--- config.mk ---
export PLATFORM = sky130hd
export DESIGN_NAME = pc_sequencer
export DESIGN_NICKNAME = d
export VERILOG_FILES = /design/src/rtl/pc_sequencer.sv
export SDC_FILE = /design/constraint.sdc
export NUM_CORES = 1
export LEC_CHECK = 0
export CORE_UTILIZATION = 42
export CTS_BUF_LIST = sky130_fd_sc_hd__clkbuf_8 sky130_fd_sc_hd__clkbuf_16
export DETAILED_ROUTE_END_ITERATION = 6
export GPL_ROUTABILITY_DRIVEN = 1
export GPL_TIMING_DRIVEN = 0
export HOLD_SLACK_MARGIN = 0.12
export PLACE_DENSITY = 0.95
export SYNTH_ARGS = -nofsm -noshare
export SYNTH_HDL_FRONTEND = slang
export SYNTH_SLANG_ARGS = --single-unit
--- constraint.sdc ---
create_clock -name clk -period 4.45 [get_ports clk]
set_input_delay 0.89 -clock clk [delete_from_list [all_inputs] [get_ports clk]]
set_output_delay 0.89 -clock clk [all_outputs]
set_load 0.02 [all_outputs]
--- src/rtl/pc_sequencer.sv ---
// rtl/pc_sequencer.sv - fetch PC sequencer: next-PC selection, shared PC adder, fetch/flush/halt controls
// Optional feature macro: PC_RANGE_TRAP_EN (out-of-range branch or increment halts and sets sticky pc_fault)
module pc_sequencer #(
  parameter int PC_WIDTH  = 11,
  parameter int OFF_WIDTH = 32,
  parameter int RESET_PC  = 0
) (
  input  logic                 clk,
  input  logic                 rst_n,
  input  logic                 stall,
  input  logic                 branch_taken,
  input  logic [PC_WIDTH-1:0]  branch_pc,
  input  logic [OFF_WIDTH-1:0] branch_offset,
  input  logic                 jump,
  input  logic [PC_WIDTH-1:0]  jump_target,
  input  logic                 halt_req,
  input  logic                 resume,
  output logic [PC_WIDTH-1:0]  pc,
  output logic                 fetch_valid,
  output logic                 flush,
  output logic                 halted,
  output logic                 pc_fault
);

  typedef enum logic [1:0] {
    BOOT     = 2'd0,
    RUN      = 2'd1,
    REDIRECT = 2'd2,
    HALT     = 2'd3
  } state_e;

`ifdef PC_RANGE_TRAP_EN
  localparam bit TRAP_EN = 1'b1;
`else
  localparam bit TRAP_EN = 1'b0;
`endif

  state_e                 state_q, state_d;
  logic [PC_WIDTH-1:0]    pc_q, pc_d;
  logic                   fault_q, fault_d;
  logic                   fetch_valid_q;
  logic                   flush_q;
  logic                   halted_q;

  logic [OFF_WIDTH-1:0]   add_a;
  logic [OFF_WIDTH-1:0]   add_b;
  logic [OFF_WIDTH-1:0]   sum;
  logic                   sum_oor;

  // Shared adder: branch target (branch_pc + offset) or sequential increment (pc + 1), full width
  always_comb begin
    add_a   = {{(OFF_WIDTH-PC_WIDTH){1'b0}}, (branch_taken ? branch_pc : pc_q)};
    add_b   = branch_taken ? branch_offset : OFF_WIDTH'(1);
    sum     = add_a + add_b;
    // Any bit above the PC range set means the sum fell outside [0, 2^PC_WIDTH-1]
    sum_oor = |sum[OFF_WIDTH-1:PC_WIDTH];
  end

  // Next-state and next-PC selection; RUN priority is halt > branch > jump > stall > increment
  always_comb begin
    state_d = state_q;
    pc_d    = pc_q;
    fault_d = fault_q;
    unique case (state_q)
      BOOT: begin
        state_d = RUN;
      end
      RUN: begin
        if (halt_req) begin
          state_d = HALT;
        end else if (branch_taken) begin
          if (TRAP_EN && sum_oor) begin
            state_d = HALT;
            fault_d = 1'b1;
          end else begin
            pc_d    = sum[PC_WIDTH-1:0];
            state_d = REDIRECT;
          end
        end else if (jump) begin
          pc_d    = jump_target;
          state_d = REDIRECT;
        end else if (!stall) begin
          if (TRAP_EN && sum_oor) begin
            state_d = HALT;
            fault_d = 1'b1;
          end else begin
            pc_d = sum[PC_WIDTH-1:0];
          end
        end
      end
      REDIRECT: begin
        // Redirect sources here come from the squashed wrong path
        state_d = halt_req ? HALT : RUN;
      end
      HALT: begin
        // A latched fault blocks resume until reset
        if (resume && !fault_q) begin
          state_d = RUN;
        end
      end
      default: begin
        state_d = BOOT;
      end
    endcase
  end

  // State, PC and registered output decode from the next state
  always_ff @(posedge clk or negedge rst_n) begin
    if (!rst_n) begin
      state_q       <= BOOT;
      pc_q          <= PC_WIDTH'(RESET_PC);
      fault_q       <= 1'b0;
      fetch_valid_q <= 1'b0;
      flush_q       <= 1'b0;
      halted_q      <= 1'b0;
    end else begin
      state_q       <= state_d;
      pc_q          <= pc_d;
      fault_q       <= fault_d;
      fetch_valid_q <= (state_d == RUN);
      flush_q       <= (state_d == REDIRECT);
      halted_q      <= (state_d == HALT);
    end
  end

  assign pc          = pc_q;
  assign fetch_valid = fetch_valid_q;
  assign flush       = flush_q;
  assign halted      = halted_q;

`ifdef PC_RANGE_TRAP_EN
  assign pc_fault = fault_q;
`else
  assign pc_fault = 1'b0;
`endif

endmodule

==> results of run 1 <==
## stage by stage
step	power, µW	instance area (µm²)	utilization (%)	hold slack, ps	setup slack (ps)
detailed placement	779	1930	63.4	496	1170
global placement	763	1930	63.4	483	1220
global route	947	1980	64.7	552	1280
CTS	889	1980	64.7	510	1430
floorplan	573	1360	-	541	1460
finish	884	1980	64.7	506	1430
## flip-flops by register name (all words and copies together), names as in the netlist
| register | flops |
|---|---|
| fetch_valid | 1 |
| flush | 1 |
| halted | 1 |
| pc | 11 |
| state_q | 2 |
## layer usage
layer	routed length, µm	vias to the layer above	GRT usage, %
met4	19	0	4.08
met3	176	2	0.659
met2	1730	44	38.5
met1	1460	611	26.4
met5	0	-	0
li1	-	669	-
## cell families after synthesis
kind of cell	synth area share, %
other	0.276
AOI/OAI and AO/OA	18.1
buffers and inverters	5.06
adders and majority gates	10.7
DFF	29.5
and+or+nand+nor	22.8
xor gates and xnor gates	3.87
muxes	9.67
## area by class of cell
class	count	area (µm²)	share of cell area (%)
inverter	6	22.5	1.14
timing repair buffer	52	520	26.3
clock buffer	3	41.3	2.09
sequential	16	400	20.3
tap	44	55.1	2.79
buffer	9	46.3	2.34
multi-input combinational	128	890	45.0
## synthesized netlist by cell type
library cell   n
mux2_2         9
a21oi_1       16
nor2_1        12
nor2b_1        3
a311oi_2       1
fa_1           1
nand3_1        9
and2_1         8
xor2_1         2
and3_1         4
mux2i_1        3
clkbuf_1       3
o21ai_0        4
or4_1          1
a21o_4         1
o221ai_1       1
conb_1         1
a21oi_2        1
nand2_1       16
nor2_2         1
buf_2          4
ha_1          10
o311ai_2       1
o211ai_2       1
o21ai_2        1
o22ai_1        1
nand4_1        2
xnor2_1        4
dfrtp_1       16
a211oi_2       1
a21o_1         2
nand2b_1       4
inv_1          6
buf_4          2
o31a_1         1
nor3_1         3
a31oi_1        3
## how the worst max path moves through the flow
stage / startpoint / slack [ps] / to
2_1_floorplan: branch_taken / 1460 / pc[8]
3_3_place_gp: branch_taken / 1220 / pc[10]
3_5_place_dp: branch_taken / 1170 / pc[10]
4_1_cts: branch_taken / 1430 / pc[10]
5_1_grt: branch_taken / 1280 / pc[9]
6_report: branch_taken / 1430 / pc[10]
## report_power, final
part / internal [µW] / switching, µW / leakage (µW)
sequential: 206 / 43.7 / 0.000190
clock: 60.0 / 48.7 / 0.0000216
combinational: 261 / 265 / 0.000655
## placed cells by master, fill, tap and decap left out
| cell type | count |
|---|---|
| a31oi_1 | 3 |
| nand2b_1 | 4 |
| o221ai_1 | 1 |
| nor3_1 | 3 |
| nor2_1 | 12 |
| and3_1 | 4 |
| a21oi_1 | 16 |
| a211oi_2 | 1 |
| buf_4 | 2 |
| mux2i_1 | 3 |
| ha_1 | 10 |
| a21o_1 | 2 |
| o22ai_1 | 1 |
| o211ai_2 | 1 |
| o311ai_2 | 1 |
| fa_1 | 1 |
| inv_1 | 6 |
| conb_1 | 1 |
| nor2b_1 | 3 |
| a21o_4 | 1 |
| mux2_2 | 9 |
| buf_2 | 4 |
| clkdlybuf4s50_1 | 52 |
| a21oi_2 | 1 |
| o21ai_0 | 4 |
| and2_1 | 8 |
| o21ai_2 | 1 |
| dfrtp_1 | 16 |
| xor2_1 | 2 |
| or4_1 | 1 |
| xnor2_1 | 4 |
| nand4_1 | 2 |
| nand2_1 | 16 |
| a311oi_2 | 1 |
| clkbuf_8 | 3 |
| o31a_1 | 1 |
| nor2_2 | 1 |
| clkbuf_1 | 3 |
| nand3_1 | 9 |
## worst max-delay path, cell delays in order
cell	delay, ps
buf_4	130
buf_2	280
mux2_2	380
ha_1	220
inv_1	70
fa_1	170
nand2b_1	170
a21oi_2	70
a211oi_2	330
o22ai_1	160
mux2i_1	190
nand3_1	90
==> metrics.cfg, run 1 <==
[status]
status = finished, final reports clean

[sta]
finalMaxSlewViolations = 0
max-slew-margin-rel_pct = 49.5
worstMarginPinSlew_ps = 754
min_period_ps = 3020
setup_violations = 0
fmax_mhz = 331
finalHoldViolCount = 0
rsz0062_at_grt = no
finalSetupTns_ps = 0
finClkSkew_ps = 7.87
min_period_over_period_pct = 67.9

[clocking]
path_clk_slew_ps = 70
ctsRootBufferMaster = clkbuf_8
hold_buffers = 0
cts.sinks = 16
post_cts_buffers = 0
clock_latency_ps = 250
clockBufferDepth = 2
h-tree-depth = 1
cts_tree = built
post_cts_resize_count = 0
cts-buffers-inserted = 3

[worst_hold_path]
hold_start = pc[9]
holdPathStages = 2
hold-path-endpoint = pc[9]
hp-class = flop to flop

[critical_path]
crit_path_end_kind = flop
cp-start-kind = input port
r2r_cells = 10
crit_path_max_fanout = 10
reg2reg_slack_ps = 2180
critPathKind = input port to flop
crit_arrival_ps = 3150
r2r_start = pc[0]
required_ps = 4580
rr_endpoint = pc[10]

[global_routing]
grt_pass1_vias = 1259
grt_max_degree = 17
grt_antenna_before_repair = 0
grt_pass1_wl_mm = 5.49
grt.total_usage_pct = 20.6
overflow = 0

[synthesis]
synth_area_um2 = 1360
synthesis.nets = 231
synth.top_cell.area_share_pct = 29.5
synth_area_leader_cell = dfrtp_1
synth_cell_types = 37
synth.avg_cell_area_um2 = 8.55
ys_ff_latch = 16
yosysSeqAreaShare_pct = 29.5
ys_top_cells_by_area = dfrtp_1 29%, ha_1 9.2%, mux2_2 7.5%
yosys_warnings = 0
synthCells = 159

[floorplan]
fp.dieW_um = 58.9
io_pins = 76
die_h_um = 58.9
dieArea_um2 = 3470
start_util_pct = 44.5
rows = 20
core_area_um2 = 3050

[finish]
drive_above_1_share_pct = 12.1
synthToLayoutAreaGrowth_pct = 45.4
instances_no_fill = 258
diodes = 0
fillers = 259
final_nets = 288

[detailed_routing]
via_per_inst = 5.14
drtIter0Drc = 39
wl_per_cell_um = 13.2
vias = 1326
drc = 0
drt_wl_total_mm = 3.39
first_pass_iters = 4
ant_nets = 0

[power_and_ir_drop]
peakVddDrop_mv = 0.235
powerDensity_nw_per_um2 = 447
p_leak_uw = 0.000866

[run]
max_cap_violations = 0

[placed_design]
dp_hpwl_mm = 2.73
gp_congestion = 0.867
dp_cells = 255
numPortBuffers = 52

Power figures use the tool's default switching activity.
==> inputs of run 2 (changes only) <==
--- a/config.mk
+++ b/config.mk
@@ -5,13 +5,13 @@
 export SDC_FILE = /design/constraint.sdc
 export NUM_CORES = 1
 export LEC_CHECK = 0
-export CORE_UTILIZATION = 42
+export CORE_UTILIZATION = 39
 export CTS_BUF_LIST = sky130_fd_sc_hd__clkbuf_8 sky130_fd_sc_hd__clkbuf_16
 export DETAILED_ROUTE_END_ITERATION = 6
 export GPL_ROUTABILITY_DRIVEN = 1
 export GPL_TIMING_DRIVEN = 0
 export HOLD_SLACK_MARGIN = 0.12
-export PLACE_DENSITY = 0.95
+export PLACE_DENSITY = 0.89
 export SYNTH_ARGS = -nofsm -noshare
 export SYNTH_HDL_FRONTEND = slang
 export SYNTH_SLANG_ARGS = --single-unit
==> constraint.sdc (replaced) <==
create_clock -name clk -period 3.1 [get_ports clk]
set_input_delay 0.62 -clock clk [delete_from_list [all_inputs] [get_ports clk]]
set_output_delay 0.62 -clock clk [all_outputs]
set_load 0.02 [all_outputs]
==> run 2 against run 1 <==
Effect of this change: the flow now finishes with violations (design-rule violations); non-clock buffer count unchanged; critical path depth unchanged; die area increased by 7.4%; worst setup slack got worse by 1100 ps; global-route usage increased by 0.24 points; highest routed layer unchanged; sequential share of layout area decreased by 0.17 points; critical endpoint is now pc[8].
==> metrics.cfg, run 2 (synthesis gave the netlist of run 1 again) <==
[worst_hold_path]
hp-class = flop to flop

[power_and_ir_drop]
peakVddDrop_mv = 0.303  ; +29%
p_comb_share_pct = 58.3  ; -1.2 points
powerDensity_nw_per_um2 = 658  ; +47%
pwr-share-seq_pct = 27.1  ; -1.1 points
totalPowerFinal_uw = 1310  ; +48%
clkPwrFrac_pct = 14.6  ; +2.3 points
p_leak_uw = 0.000874  ; +0.83%
switchingPower_uw = 526  ; +47%
p_int_uw = 785  ; +49%
sw_frac_of_total_pct = 40.1  ; -0.28 points

[sta]
rsz0062_at_grt = no
min_period_ps = 2800
setup_violations = 0  ; unchanged
fmax_mhz = 358
max-slew-margin-rel_pct = 50.3  ; +0.71 points
finalSetupTns_ps = 0  ; unchanged
finClkSkew_ps = 2.39  ; -5.47 ps
finalMaxSlewViolations = 0  ; unchanged
whs_ps = 508  ; +1.55 ps
finalHoldViolCount = 0  ; unchanged
worstMarginPinSlew_ps = 744  ; -10.7 ps
min_period_over_period_pct = 90.2

[clocking]
post_cts_resize_count = 0  ; unchanged
cts.sinks = 16  ; unchanged
post_cts_buffers = 0  ; unchanged
cts-buffers-inserted = 3  ; unchanged
clock_latency_ps = 250  ; about the same
path_clk_slew_ps = 70  ; about the same
cts_tree = built
ctsRootBufferMaster = clkbuf_8
clockBufferDepth = 2  ; unchanged
hold_buffers = 0  ; unchanged
h-tree-depth = 1  ; unchanged

[placed_design]
numPortBuffers = 52  ; unchanged
gp_congestion = 0.885  ; +2.1%
dp_hpwl_mm = 2.75  ; +1.0%
dp_cells = 257  ; +0.78%

[finish]
final_cell_mix = 52 x clkdlybuf4s50_1, 16 x nand2_1, 16 x a21oi_1, 16 x dfrtp_1, 12 x nor2_1
diodes = 0  ; unchanged
largest_register_ffs = 11  ; unchanged
final_nets = 288  ; unchanged
final_common_cell = clkdlybuf4s50_1
utilization_pct = 59.7  ; -5.0 points
instances_no_fill = 261  ; +1.2%
fillers = 298  ; +15%
drive_above_1_share_pct = 12.6  ; +0.41 points
synthToLayoutAreaGrowth_pct = 46.6

[critical_path]
critPathKind = input port to flop
crit_path_max_fanout = 10  ; unchanged
crit_path_end_kind = flop
required_ps = 3260  ; -1320 ps
cp-start-kind = input port
crit_arrival_ps = 2960  ; -190 ps
reg2reg_slack_ps = 780  ; -1400 ps

[detailed_routing]
first_pass_iters = 6  ; +2
ant_nets = 0  ; unchanged
wl_per_cell_um = 13.5  ; +2.6%
drt_wl_total_mm = 3.52  ; +3.8%
drc = 1  ; +1
drtIter0Drc = 51  ; +31%
via_per_inst = 5.21  ; +1.5%
vias = 1361  ; +2.6%

[floorplan]
start_util_pct = 40.7  ; -3.8 points
fp.dieW_um = 61.0  ; +3.6%
core_area_um2 = 3340  ; +9.3%
io_pins = 76  ; unchanged
dieArea_um2 = 3720  ; +7.4%
die_h_um = 61.0  ; +3.6%
rows = 21  ; +5.0%

[global_routing]
busiest_layer = met2
grt_max_degree = 17  ; unchanged
grt_antenna_before_repair = 0  ; unchanged
overflow = 0  ; unchanged
gr-usage-met3_pct = 2.10  ; +1.4 points
grt.met1_usage_pct = 26.2  ; -0.11 points
grt_pass1_vias = 1270  ; +0.87%
grt_pass1_wl_mm = 5.67  ; +3.4%
grtUsageMet2_pct = 36.5  ; -2.0 points
grt.total_usage_pct = 20.8  ; +0.24 points

[status]
violations = design-rule violations
status = finished, violations left

[run]
max_cap_violations = 0  ; unchanged

-- run 2: path summary, 6_finish.rpt --
path,start,endpoint,cells after the start
min in group asynchronous,rst_n,pc[0],1
hold reg to reg,pc[10],pc[10],2
setup / recovery,branch_taken,pc[8],12
hold / removal,pc[10],pc[10],2
setup reg to reg,pc[0],pc[8],10
max in group asynchronous,rst_n,pc[9],1
-- run 2: layout make-up --
| class | count | area, µm² | area share (%) |
|---|---|---|---|
| multi-input combinational | 128 | 890 | 44.7 |
| timing repair buffer | 52 | 520 | 26.1 |
| sequential | 16 | 400 | 20.1 |
| tap | 46 | 57.6 | 2.89 |
| clock buffer | 4 | 55.1 | 2.76 |
| buffer | 9 | 46.3 | 2.32 |
| inverter | 6 | 22.5 | 1.13 |
-- run 2: stage by stage --
step,setup WS (ps),instance area [µm²]
after floorplan,380,1360
after global placement,145,1940
after detailed placement,60.6,1940
after CTS,299,1990
after global routing,163,1990
final,303,1990
-- run 2: power by group through the flow --
stage | Clock [µW] | Combinational, µW | Sequential [µW]
CTS | 194 | 764 | 355
floorplan | 0 | 373 | 449
detailed placement | 0 | 762 | 359
finish | 192 | 764 | 355
global placement | 0 | 737 | 355
global route | 204 | 837 | 368
-- run 2: critical path, cell delays in order --
cell and delay (ps):
buf_4 120, buf_2 280, mux2_2 380, ha_1 220
inv_1 80, fa_1 200, nand2b_1 180, a21oi_2 70
a211oi_2 350, o21ai_2 90, xnor2_1 140, o311ai_2 210
-- run 2: layer usage --
layer / vias up / wire length (µm)
met2: 57 / 1740
met5: - / 0
met4: 0 / 51
met3: 7 / 202
li1: 668 / -
met1: 629 / 1530
==> inputs of run 3 (changes only) <==
==> config.mk (replaced) <==
export PLATFORM = sky130hd
export DESIGN_NAME = pc_sequencer
export DESIGN_NICKNAME = d
export VERILOG_FILES = /design/src/rtl/pc_sequencer.sv
export SDC_FILE = /design/constraint.sdc
export NUM_CORES = 1
export LEC_CHECK = 0
export ABC_CLOCK_PERIOD_IN_PS = 3100
export CORE_UTILIZATION = 40
export CTS_BUF_LIST = sky130_fd_sc_hd__clkbuf_2 sky130_fd_sc_hd__clkbuf_4 sky130_fd_sc_hd__clkbuf_8
export DETAILED_ROUTE_END_ITERATION = 6
export GPL_ROUTABILITY_DRIVEN = 1
export GPL_TIMING_DRIVEN = 0
export HOLD_SLACK_MARGIN = 0.12
export PLACE_DENSITY = 0.91
export SYNTH_ARGS = -nofsm -noshare
export SYNTH_HDL_FRONTEND = slang
export SYNTH_SLANG_ARGS = --single-unit
==> run 3 against run 2 <==
Effect of this change: the flow now finishes without violations; global-route usage shrank 0.60 points; clock-buffer cell count is the same; core utilization grew 3.3 points; clock skew shrank 0.62 ps; cell area shrank 1.1%; worst hold slack gained 3.6 ps; maximum frequency grew 3.9%; critical path depth is the same; combinational power shrank 0.7%; die area shrank 2.4%.
==> metrics.cfg, run 3 (synthesis gave the netlist of run 1 again) <==
[sta]
finClkSkew_ps = 1.77  ; -0.623 ps
setup_violations = 0  ; unchanged
finalSetupTns_ps = 0  ; unchanged
worstMarginPinSlew_ps = 784  ; +40.1 ps
whs_ps = 511  ; +3.60 ps
finalHoldViolCount = 0  ; unchanged
max-slew-margin-rel_pct = 47.6  ; -2.7 points
rsz0062_at_grt = no
finalMaxSlewViolations = 0  ; unchanged
min_period_over_period_pct = 86.8  ; -3.4 points
min_period_ps = 2690  ; -105 ps
fmax_mhz = 372  ; +3.9%

[global_routing]
grt_max_degree = 17  ; unchanged
grt_pass1_wl_mm = 5.49  ; -3.2%
grt_pass1_vias = 1266  ; -0.31%
grt.total_usage_pct = 20.2  ; -0.60 points
overflow = 0  ; unchanged
grt_antenna_before_repair = 0  ; unchanged

[power_and_ir_drop]
sw_frac_of_total_pct = 41.1  ; +1.0 points
pwr-share-seq_pct = 28.1  ; +1.0 points
p_int_uw = 741  ; -5.5%
p_leak_uw = 0.000866  ; -0.89%
peakVddDrop_mv = 0.275  ; -9.3%
p_comb_share_pct = 60.3  ; +2.0 points
clkPwrFrac_pct = 11.5  ; -3.1 points
switchingPower_uw = 518  ; -1.5%
powerDensity_nw_per_um2 = 639  ; -2.9%

[critical_path]
path_buf_inv = 3  ; unchanged
crit_chain = buf_4, buf_2, mux2_2, ha_1, inv_1, fa_1, nand2b_1, a21oi_2, a211oi_2, o22ai_1, mux2i_1, nand3_1
crit_family = compound AO/OA/AOI/OAI gates
cp-start-kind = input port
crit_path_end_kind = flop
r2r_cells = 10  ; unchanged
reg2reg_slack_ps = 850  ; +70 ps
r2r_start = pc[0]
cp_slowest_cell = mux2_2
critPathKind = input port to flop
cp_slowest_stage_delay_ps = 370  ; about the same
crit_path_max_fanout = 10  ; unchanged
required_ps = 3290  ; +30 ps
crit_arrival_ps = 2880  ; -80 ps
rr_endpoint = pc[10]

[placed_design]
numPortBuffers = 52  ; unchanged
gp_congestion = 0.824  ; -6.9%
dp_hpwl_mm = 2.65  ; -3.9%

[finish]
final_cell_mix = 52 x clkdlybuf4s50_1, 16 x nand2_1, 16 x a21oi_1, 16 x dfrtp_1, 12 x nor2_1
final_common_cell = clkdlybuf4s50_1
synthToLayoutAreaGrowth_pct = 45.0
final_nets = 288  ; unchanged
fillers = 276  ; -7.4%
largest_register_ffs = 11  ; unchanged
diodes = 0  ; unchanged
drive_above_1_share_pct = 12.6  ; unchanged

[clocking]
post_cts_buffers = 0  ; unchanged
hold_buffers = 0  ; unchanged
clockBufferDepth = 2  ; unchanged
ctsRootBufferMaster = clkbuf_4
clock_latency_ps = 300  ; +50 ps
cts.sinks = 16  ; unchanged
cts_tree = built
path_clk_slew_ps = 100  ; +30 ps
post_cts_resize_count = 0  ; unchanged
cts-buffers-inserted = 3  ; unchanged
h-tree-depth = 1  ; unchanged

[floorplan]
core_area_um2 = 3130  ; -6.3%
die_h_um = 60.3  ; -1.2%
dieArea_um2 = 3630  ; -2.4%
rows = 20  ; -4.8%
io_pins = 76  ; unchanged
start_util_pct = 43.4  ; +2.7 points
fp.dieW_um = 60.3  ; -1.2%

[detailed_routing]
wl_per_cell_um = 13.2  ; -2.4%
via_per_inst = 5.17  ; -0.78%
ant_nets = 0  ; unchanged
vias = 1340  ; -1.5%
drtIter0Drc = 58  ; +14%
drc = 0  ; -1
first_pass_iters = 4  ; -2
drt_wl_total_mm = 3.41  ; -3.1%

[status]
status = finished, final reports clean

[worst_hold_path]
hold-path-endpoint = pc[9]
holdPathStages = 2  ; unchanged
hp-class = flop to flop
hold_start = pc[9]

[run]
max_cap_violations = 0  ; unchanged

[run 3: cell types whose count changed in the layout (fill, tap and decap cells not counted)]
cell	delta
clkbuf_8	-3
clkbuf_4	+3
[run 3: power groups by stage]
stage	clock network [µW]	registers (µW)	logic (µW)
floorplan	0	449	373
global placement	0	358	738
detailed placement	0	360	759
CTS	149	356	761
global route	161	364	827
finish	145	354	759
[run 3: worst min-delay path, delay by kind of cell (launching register included)]
family	cells	cell delay, ps
simple gates	2	110
flops	1	370
[run 3: final cells by class]
type                    instances  area [µm²]  area share, %
multi-input cells             128         890           45.1
repair buffers                 52         520           26.4
flip-flops and latches         16         400           20.3
well taps                      44        55.1           2.79
plain buffers                   9        46.3           2.35
clock buffers                   4        36.3           1.84
inverters                       6        22.5           1.14
[run 3: worst max-delay path by stage]
| stage | startpoint | endpoint | cells after the start |
|---|---|---|---|
| after floorplan | branch_taken | pc[8] | 12 |
| after global placement | branch_taken | pc[10] | 12 |
| after detailed placement | branch_taken | pc[10] | 12 |
| after CTS | branch_taken | pc[10] | 12 |
| after global routing | branch_taken | pc[9] | 11 |
| final | branch_taken | pc[10] | 12 |
[run 3: stage by stage]
| step | total power (µW) | instances | instance area (µm²) | util (%) | setup WS [ps] |
|---|---|---|---|---|---|
| floorplan | 822 | 159 | 1360 | - | 380 |
| global placement | 1100 | 255 | 1930 | 61.8 | 142 |
| detailed placement | 1120 | 255 | 1930 | 61.8 | 95.5 |
| CTS | 1270 | 259 | 1970 | 63.0 | 418 |
| global route | 1350 | 259 | 1970 | 63.0 | 209 |
| finish | 1260 | 259 | 1970 | 63.0 | 408 |
[run 3: metal layers]
metal	track usage, %	wire length, µm
met5	0	0
met4	6.31	23
met3	2.16	244
met2	37.0	1780
met1	24.3	1370
